===== src/rtl/mult_div_unit_pkg.sv =====
// Shared definitions for the multiply/divide unit: default width,
// op encodings and the sequencing FSM state encoding.
package mdu_pkg;

    localparam int MDU_WIDTH = 32;

    localparam logic [2:0] OP_MULT  = 3'b000;
    localparam logic [2:0] OP_MULTU = 3'b001;
    localparam logic [2:0] OP_DIV   = 3'b010;
    localparam logic [2:0] OP_DIVU  = 3'b011;
    localparam logic [2:0] OP_MTHI  = 3'b100;
    localparam logic [2:0] OP_MTLO  = 3'b101;

    typedef enum logic [1:0] {
        ST_IDLE = 2'd0,
        ST_RUN  = 2'd1,
        ST_FIX  = 2'd2,
        ST_DONE = 2'd3
    } state_t;

endpackage


===== src/rtl/mult_div_unit_if.sv =====
// Request/response bundle between the datapath and the mult/div unit.
// master: start, op, in_a, in_b out; busy, done, div_by_zero, hi, lo in.
interface mult_div_unit_if
    import mdu_pkg::*;
#(
    parameter int WIDTH = MDU_WIDTH
) ();

    logic             start;
    logic [2:0]       op;
    logic [WIDTH-1:0] in_a;
    logic [WIDTH-1:0] in_b;
    logic             busy;
    logic             done;
    logic             div_by_zero;
    logic [WIDTH-1:0] hi;
    logic [WIDTH-1:0] lo;

    modport master (
        output start, op, in_a, in_b,
        input  busy, done, div_by_zero, hi, lo
    );

    modport slave (
        input  start, op, in_a, in_b,
        output busy, done, div_by_zero, hi, lo
    );

endinterface


===== src/rtl/mult_div_unit_sign_fix.sv =====
// Conditional two's-complement negation, either of the full 2*WIDTH
// value (wide=1, flag neg_lo) or of each WIDTH half independently.
// Ports: val in, wide/neg_hi/neg_lo controls, res out.
module mdu_sign_fix
    import mdu_pkg::*;
#(
    parameter int WIDTH = MDU_WIDTH
) (
    input  logic [2*WIDTH-1:0] val,
    input  logic               wide,
    input  logic               neg_hi,
    input  logic               neg_lo,
    output logic [2*WIDTH-1:0] res
);

    logic [WIDTH-1:0] half_hi;
    logic [WIDTH-1:0] half_lo;

    assign half_hi = val[2*WIDTH-1:WIDTH];
    assign half_lo = val[WIDTH-1:0];

    always_comb begin
        res = val;
        if (wide) begin
            if (neg_lo) begin
                res = -val;
            end
        end else begin
            if (neg_hi) begin
                res[2*WIDTH-1:WIDTH] = -half_hi;
            end
            if (neg_lo) begin
                res[WIDTH-1:0] = -half_lo;
            end
        end
    end

endmodule


===== src/rtl/mult_div_unit.sv =====
// Iterative MULT/MULTU/DIV/DIVU unit with HI/LO registers and MTHI/MTLO.
// Ports: clock, reset (sync, active-low), bus (slave side of the bundle).
module mult_div_unit
    import mdu_pkg::*;
#(
    parameter int WIDTH = MDU_WIDTH
) (
    input  logic            clock,
    input  logic            reset,
    mult_div_unit_if.slave  bus
);

    localparam int CW = $clog2(WIDTH);

    state_t             state;
    logic [CW-1:0]      counter;
    logic [2*WIDTH-1:0] acc;
    logic [WIDTH-1:0]   opnd;
    logic               is_div;
    logic               sign_a;
    logic               sign_b;
    logic               busy_q;
    logic               done_q;
    logic               dbz_q;
    logic [WIDTH-1:0]   hi_q;
    logic [WIDTH-1:0]   lo_q;

    assign bus.busy        = busy_q;
    assign bus.done        = done_q;
    assign bus.div_by_zero = dbz_q;
    assign bus.hi          = hi_q;
    assign bus.lo          = lo_q;

    logic               op_signed;
    logic               op_div;
    logic [2*WIDTH-1:0] mag;
    logic [WIDTH-1:0]   mag_a;
    logic [WIDTH-1:0]   mag_b;

    // MULT and DIV are the only signed ops: op[2]=0 and op[0]=0.
    assign op_signed = ~bus.op[2] & ~bus.op[0];
    assign op_div    = bus.op[1];

    mdu_sign_fix #(.WIDTH(WIDTH)) u_mag (
        .val    ({bus.in_b, bus.in_a}),
        .wide   (1'b0),
        .neg_hi (op_signed & bus.in_b[WIDTH-1]),
        .neg_lo (op_signed & bus.in_a[WIDTH-1]),
        .res    (mag)
    );

    assign mag_b = mag[2*WIDTH-1:WIDTH];
    assign mag_a = mag[WIDTH-1:0];

    // Multiply: multiplier sits in acc low half and shifts out, partial
    // product accumulates into the high half with its carry.
    logic [WIDTH:0]     mul_sum;
    logic [2*WIDTH-1:0] mul_next;

    assign mul_sum  = {1'b0, acc[2*WIDTH-1:WIDTH]}
                    + {1'b0, (acc[0] ? opnd : '0)};
    assign mul_next = {mul_sum, acc[WIDTH-1:1]};

    // Divide: acc = {remainder, dividend/quotient}. A set top bit of the
    // WIDTH+1 difference means the trial subtract went negative.
    logic [WIDTH:0]     div_shift;
    logic [WIDTH:0]     div_diff;
    logic [2*WIDTH-1:0] div_next;

    assign div_shift = {acc[2*WIDTH-1:WIDTH], acc[WIDTH-1]};
    assign div_diff  = div_shift - {1'b0, opnd};
    assign div_next  = div_diff[WIDTH]
                     ? {div_shift[WIDTH-1:0], acc[WIDTH-2:0], 1'b0}
                     : {div_diff[WIDTH-1:0], acc[WIDTH-2:0], 1'b1};

    // Remainder follows the dividend sign; quotient/product follow a^b.
    logic [2*WIDTH-1:0] fix_res;

    mdu_sign_fix #(.WIDTH(WIDTH)) u_fix (
        .val    (acc),
        .wide   (~is_div),
        .neg_hi (is_div ? sign_a : (sign_a ^ sign_b)),
        .neg_lo (sign_a ^ sign_b),
        .res    (fix_res)
    );

    always_ff @(posedge clock) begin
        if (!reset) begin
            state   <= ST_IDLE;
            counter <= '0;
            acc     <= '0;
            opnd    <= '0;
            is_div  <= 1'b0;
            sign_a  <= 1'b0;
            sign_b  <= 1'b0;
            busy_q  <= 1'b0;
            done_q  <= 1'b0;
            dbz_q   <= 1'b0;
            hi_q    <= '0;
            lo_q    <= '0;
        end else begin
            unique case (state)
                ST_IDLE: begin
                    done_q <= 1'b0;
                    if (bus.start) begin
                        if (bus.op == OP_MTHI) begin
                            hi_q <= bus.in_a;
                        end else if (bus.op == OP_MTLO) begin
                            lo_q <= bus.in_a;
                        end else if (!bus.op[2]) begin
                            busy_q  <= 1'b1;
                            dbz_q   <= 1'b0;
                            is_div  <= op_div;
                            sign_a  <= op_signed & bus.in_a[WIDTH-1];
                            sign_b  <= op_signed & bus.in_b[WIDTH-1];
                            counter <= CW'(WIDTH - 1);
                            if (op_div) begin
                                acc  <= {{WIDTH{1'b0}}, mag_a};
                                opnd <= mag_b;
                            end else begin
                                acc  <= {{WIDTH{1'b0}}, mag_b};
                                opnd <= mag_a;
                            end
                            if (op_div && bus.in_b == '0) begin
                                dbz_q <= 1'b1;
                                state <= ST_DONE;
                            end else begin
                                state <= ST_RUN;
                            end
                        end
                    end
                end
                ST_RUN: begin
                    acc     <= is_div ? div_next : mul_next;
                    counter <= counter - 1'b1;
                    if (counter == '0) begin
                        state <= ST_FIX;
                    end
                end
                ST_FIX: begin
                    hi_q  <= fix_res[2*WIDTH-1:WIDTH];
                    lo_q  <= fix_res[WIDTH-1:0];
                    state <= ST_DONE;
                end
                ST_DONE: begin
                    done_q <= 1'b1;
                    busy_q <= 1'b0;
                    state  <= ST_IDLE;
                end
                default: begin
                    state <= ST_IDLE;
                end
            endcase
        end
    end

endmodule


===== src/flat_wrapper.sv =====
// flat-port wrapper written by rule: the top's interface ports become plain ports
module mult_div_unit_flat import mdu_pkg::*;
#(
    parameter int WIDTH = MDU_WIDTH
)
  (clock, reset, bus_start, bus_op, bus_in_a, bus_in_b, bus_busy, bus_done, bus_div_by_zero, bus_hi, bus_lo);
  mult_div_unit_if #(.WIDTH(WIDTH)) bus_i ();
  input  logic clock;
  input  logic reset;
  input wire logic [$bits(bus_i.start)-1:0] bus_start;
  input wire logic [$bits(bus_i.op)-1:0] bus_op;
  input wire logic [$bits(bus_i.in_a)-1:0] bus_in_a;
  input wire logic [$bits(bus_i.in_b)-1:0] bus_in_b;
  output wire logic [$bits(bus_i.busy)-1:0] bus_busy;
  output wire logic [$bits(bus_i.done)-1:0] bus_done;
  output wire logic [$bits(bus_i.div_by_zero)-1:0] bus_div_by_zero;
  output wire logic [$bits(bus_i.hi)-1:0] bus_hi;
  output wire logic [$bits(bus_i.lo)-1:0] bus_lo;
  assign bus_i.start = bus_start;
  assign bus_i.op = bus_op;
  assign bus_i.in_a = bus_in_a;
  assign bus_i.in_b = bus_in_b;
  assign bus_busy = bus_i.busy;
  assign bus_done = bus_i.done;
  assign bus_div_by_zero = bus_i.div_by_zero;
  assign bus_hi = bus_i.hi;
  assign bus_lo = bus_i.lo;
  mult_div_unit #(.WIDTH(WIDTH)) u_core (.clock(clock), .reset(reset), .bus(bus_i));
endmodule

===== config.mk =====
export PLATFORM = sky130hd
export DESIGN_NAME = mult_div_unit_flat
export DESIGN_NICKNAME = d
export VERILOG_FILES = /design/src/rtl/mult_div_unit_pkg.sv /design/src/rtl/mult_div_unit_if.sv /design/src/rtl/mult_div_unit_sign_fix.sv /design/src/rtl/mult_div_unit.sv /design/src/flat_wrapper.sv
export SDC_FILE = /design/constraint.sdc
export NUM_CORES = 1
export LEC_CHECK = 0
export CORE_AREA = 2 2 169 188
export DETAILED_ROUTE_END_ITERATION = 12
export DIE_AREA = 0 0 171 190
export GPL_ROUTABILITY_DRIVEN = 0
export HOLD_SLACK_MARGIN = 0.06
export PLACE_DENSITY = 0.8
export SYNTH_ARGS = -nofsm -noshare
export SYNTH_HDL_FRONTEND = slang
export SYNTH_HIERARCHICAL = 1
export SYNTH_SLANG_ARGS = --single-unit
export TNS_END_PERCENT = 50

===== constraint.sdc =====
create_clock -name clock -period 4.7 [get_ports clock]
set_input_delay 0.94 -clock clock [delete_from_list [all_inputs] [get_ports clock]]
set_output_delay 0.94 -clock clock [all_outputs]
set_load 0.05 [all_outputs]

==> out/metrics.json <==
{
  "wl_met1": {"value": 19700, "unit": "um"},
  "cp.depth": {"value": 12},
  "finalHoldViolations": {"value": 0},
  "detail_route.iter0.violations": {"value": 1740},
  "synth-edff-count": {"value": 0},
  "place_ws": {"value": 0.298, "unit": "ns"},
  "combinational_cell_fraction_of_total_power": {"value": 0.518},
  "critical_path.slowest_cell": {"value": "sky130_fd_sc_hd__or4_1"},
  "grt_use_total": {"value": 0.309},
  "share_of_final_layout_standard_cells_stronger_than_drive_strength_1": {"value": 0.0510},
  "worst_path_most_repeated_cell": {"value": "sky130_fd_sc_hd__a211oi_1"},
  "ff2ff_path_depth": {"value": 9},
  "max_slew.worst_pin.slew": {"value": 1.06, "unit": "ns"},
  "hold_path_class": {"value": "flip-flop to flip-flop"},
  "cpPeakStageDelay": {"value": 0.62, "unit": "ns"},
  "ys_ff_latch": {"value": 173},
  "startpoint_type": {"value": "input port"},
  "syn_to_layout_area_delta": {"value": 15.5, "unit": "%"},
  "die-area": {"value": 0.0325, "unit": "mm^2"},
  "setup_viol": {"value": 0},
  "floorplan.die.width": {"value": 171, "unit": "um"},
  "vias": {"value": 16200},
  "r2r_setup_slack": {"value": 0.79, "unit": "ns"},
  "post_cts_resized": {"value": 0},
  "clock_network_power_share": {"value": 0.198},
  "finalWorstPathRequiredPeriod": {"value": 4.09, "unit": "ns"},
  "met3_length": {"value": 5220, "unit": "um"},
  "finish.net_count": {"value": 2232},
  "sequentialPowerShare": {"value": 0.284},
  "via_count_of_the_first_global_routing_pass": {"value": 14600},
  "critPathCaptureType": {"value": "flip-flop"},
  "number_of_cts_inserted_buffers": {"value": 17},
  "clkSlewWorstSetupHoldPaths": {"value": 0.07, "unit": "ns"},
  "worst_ir_drop_vdd": {"value": 0.255, "unit": "mV"},
  "floorplan.rows": {"value": 68},
  "worstSetupPathType": {"value": "input port to flip-flop"},
  "power_switching": {"value": 3.47, "unit": "mW"},
  "worstPathCellList": {"value": "clkdlybuf4s50_1 > or4_1 > or4_4 > nor4_4 > nand3_1 > and3b_1 > a211oi_1 > nor2b_1 > a211oi_1 > a211oi_1 > a21oi_1 > nor2_1"},
  "multi_input_logic_area": {"value": 0.0110, "unit": "mm^2"},
  "intPower": {"value": 3.78, "unit": "mW"},
  "seqCellArea": {"value": 0.00346, "unit": "mm^2"},
  "post_synth_instance_area": {"value": 0.0151, "unit": "mm^2"},
  "cellLeakagePower": {"value": 6.50, "unit": "nW"},
  "wl_per_cell": {"value": 20.3, "unit": "um"},
  "core_box_area": {"value": 0.0308, "unit": "mm^2"},
  "first_pass_grt_wire_length": {"value": 79000, "unit": "um"},
  "crit_fanout": {"value": 7},
  "synth.distinct_cells": {"value": 83},
  "outcome": {"value": "completed"},
  "dr.pass1.iters": {"value": 6},
  "hold-path-cell-count": {"value": 2},
  "detailroute.wirelength.met2": {"value": 22900, "unit": "um"},
  "clock_tree_from_tritoncts": {"value": "done"},
  "fill_cells": {"value": 2883},
  "sw_ratio": {"value": 0.478},
  "data_required_time_of_the_worst_path": {"value": 5.08, "unit": "ns"},
  "top_level_ports": {"value": 137},
  "postRouteWirelength": {"value": 51100, "unit": "um"},
  "final_antenna_net_count": {"value": 0},
  "grt_antenna_before_repair": {"value": 2},
  "cts_htree_levels": {"value": 4},
  "max-slew-margin-rel": {"value": 0.292},
  "maximum_number_of_pins_on_one_net_before_global_route_repair": {"value": 82},
  "start_util": {"value": 0.491},
  "clk_latency": {"value": 0.45, "unit": "ns"},
  "gr-total-overflow": {"value": 0},
  "drt-vias-per-instance": {"value": 6.41},
  "power.density": {"value": 415, "unit": "mW/mm^2"},
  "fin_crit_sh": {"value": 0.870},
  "topRoutingLayerUsed": {"value": "met5"},
  "synth.yosys.seq_area_share": {"value": 0.229},
  "cap_viol_max_count": {"value": 0},
  "grt_setup_unrepaired": {"value": "false"},
  "numClockSinks": {"value": 173},
  "timing.clock.skew": {"value": 0.0137, "unit": "ns"},
  "crit_arrival": {"value": 4.46, "unit": "ns"},
  "dp_hpwl": {"value": 39500, "unit": "um"},
  "maxSlewViolCount": {"value": 0},
  "drcViolationCount": {"value": 0},
  "finalWorstSetupSlack": {"value": 0.612, "unit": "ns"},
  "setup_total_negative_slack": {"value": 0, "unit": "ns"},
  "most_used_flip_flop_cell_after_synthesis": {"value": "sky130_fd_sc_hd__dfxtp_1"},
  "clockBufferDepth": {"value": 2},
  "synth_async_sr_flop_share": {"value": 0},
  "die_boundary_height": {"value": 190, "unit": "um"},
  "avgSynthCellArea": {"value": 7.51, "unit": "um^2"},
  "buf_inv_on_cp": {"value": 1},
  "cp_top_family": {"value": "simple AND/OR/NAND/NOR gates"},
  "total_of_buffers_placed_on_input_and_output_ports": {"value": 136},
  "cts_setup_buffers": {"value": 0},
  "ys_warn_count": {"value": 6},
  "max_freq": {"value": 0.245, "unit": "GHz"},
  "cts-root-buf": {"value": "sky130_fd_sc_hd__clkbuf_16"},
  "netlist_instances": {"value": 2012},
  "cts_hold_repair.buffers": {"value": 0}
}
cell type report:
class,instances,share of cell area
multi-input combinational,1660,0.629
sequential,173,0.198
timing repair buffer,169,0.0942
tap,420,0.0301
clock buffer,18,0.0252
inverter,65,0.0141
clock inverter,14,0.00824
antenna,2,0.000287
power by group through the flow:
stage / Sequential (mW) / Combinational [mW] / Clock [mW]
2_1_floorplan: 2.42 / 2.24 / 0
3_3_place_gp: 2.07 / 3.57 / 0
3_5_place_dp: 2.08 / 3.65 / 0
4_1_cts: 2.05 / 3.67 / 1.43
5_1_grt: 2.09 / 4.03 / 1.49
6_report: 2.06 / 3.76 / 1.44
metrics by stage:
| step | instance area [um^2] | hold WS, ns | total power [mW] | cells | util |
|---|---|---|---|---|---|
| 2_1_floorplan | 15100 | 0.449 | 4.66 | 2017 | - |
| 3_3_place_gp | 16900 | 0.468 | 5.64 | 2487 | 0.548 |
| 3_5_place_dp | 16900 | 0.482 | 5.73 | 2487 | 0.548 |
| 4_1_cts | 17500 | 0.494 | 7.15 | 2519 | 0.567 |
| 5_1_grt | 17500 | 0.511 | 7.61 | 2519 | 0.567 |
| 6_report | 17500 | 0.489 | 7.25 | 2521 | 0.567 |
cell usage after synthesis, drive strengths merged, types with 23 or more instances:
cell type  instances  area (um^2)
a211oi           174         1310
a21o              23          173
a21oi            205         1030
and2              38          238
clkbuf           102          383
dfxtp            173         3460
ha                74          926
inv               65          244
mux2i             73          731
nand2            102          383
nor2             237          892
nor2b             78          488
nor3              43          215
o21ai            120          604
o31ai             28          210
or3               29          204
xnor2            130         1160
xor2              41          359
state kept, by name, summed over array words and instances, names as in the netlist:
| register | flops |
|---|---|
| u_core/bus.div_by_zero | 1 |
| u_core/counter | 5 |
| u_core/bus.lo | 32 |
| u_core/state | 2 |
| u_core/acc | 64 |
| u_core/bus.busy | 1 |
| u_core/sign_b | 1 |
| u_core/sign_a | 1 |
| u_core/bus.hi | 32 |
| u_core/bus.done | 1 |
| u_core/is_div | 1 |
| u_core/opnd | 32 |
layer usage:
metal / up-vias / GRT usage
met1: 7469 / 0.389
li1: 7529 / -
met4: 4 / 0.186
met3: 212 / 0.0622
met2: 941 / 0.487
met5: - / 0
worst reg2reg max path, delay by kind of cell (launching register included):
family	cells	cell delay, ns
AOI/OAI and AO/OA	3	0.83
xor gates and xnor gates	1	0.18
and+or+nand+nor	4	1.80
buffers and inverters	1	0.37
DFF	1	0.66
layout by cell type, fill, tap and decap left out, drive strengths merged, types with 20 or more instances in the layout:
| cell type | count |
|---|---|
| nor2 | 237 |
| a21oi | 205 |
| a211oi | 174 |
| dfxtp | 173 |
| clkdlybuf4s50 | 135 |
| xnor2 | 130 |
| o21ai | 120 |
| nand2 | 102 |
| nor2b | 78 |
| ha | 74 |
| mux2i | 73 |
| inv | 73 |
| nor3 | 43 |
| xor2 | 41 |
| and2 | 38 |
| buf | 34 |
| or3 | 29 |
| o31ai | 28 |
| a21o | 23 |
| nor4 | 22 |
| or4 | 21 |
| nand3 | 20 |
cells by family (layout without fill, tap and decap cells):
kind of cell / count (synthesis) / in the layout / share of synthesized area
buf+inv: 184 / 266 / 0.0491
other cells: 1 / 8 / 0.000248
compound gates: 671 / 671 / 0.287
fa+ha+maj: 76 / 76 / 0.0639
mux: 73 / 73 / 0.0483
xor+xnor: 171 / 171 / 0.100
flops: 173 / 173 / 0.229
simple gates: 663 / 663 / 0.222
path summary, 6_finish.rpt:
path | startpoint | end
worst min register to register | u_core/bus.div_by_zero | u_core/bus.div_by_zero
worst min-delay path | u_core/bus.div_by_zero | u_core/bus.div_by_zero
worst max-delay path | bus_in_a[0] | u_core/acc[29]
worst max register to register | u_core/acc[0] | u_core/bus.hi[19]
No activity file was read; power rests on OpenSTA's default activity.
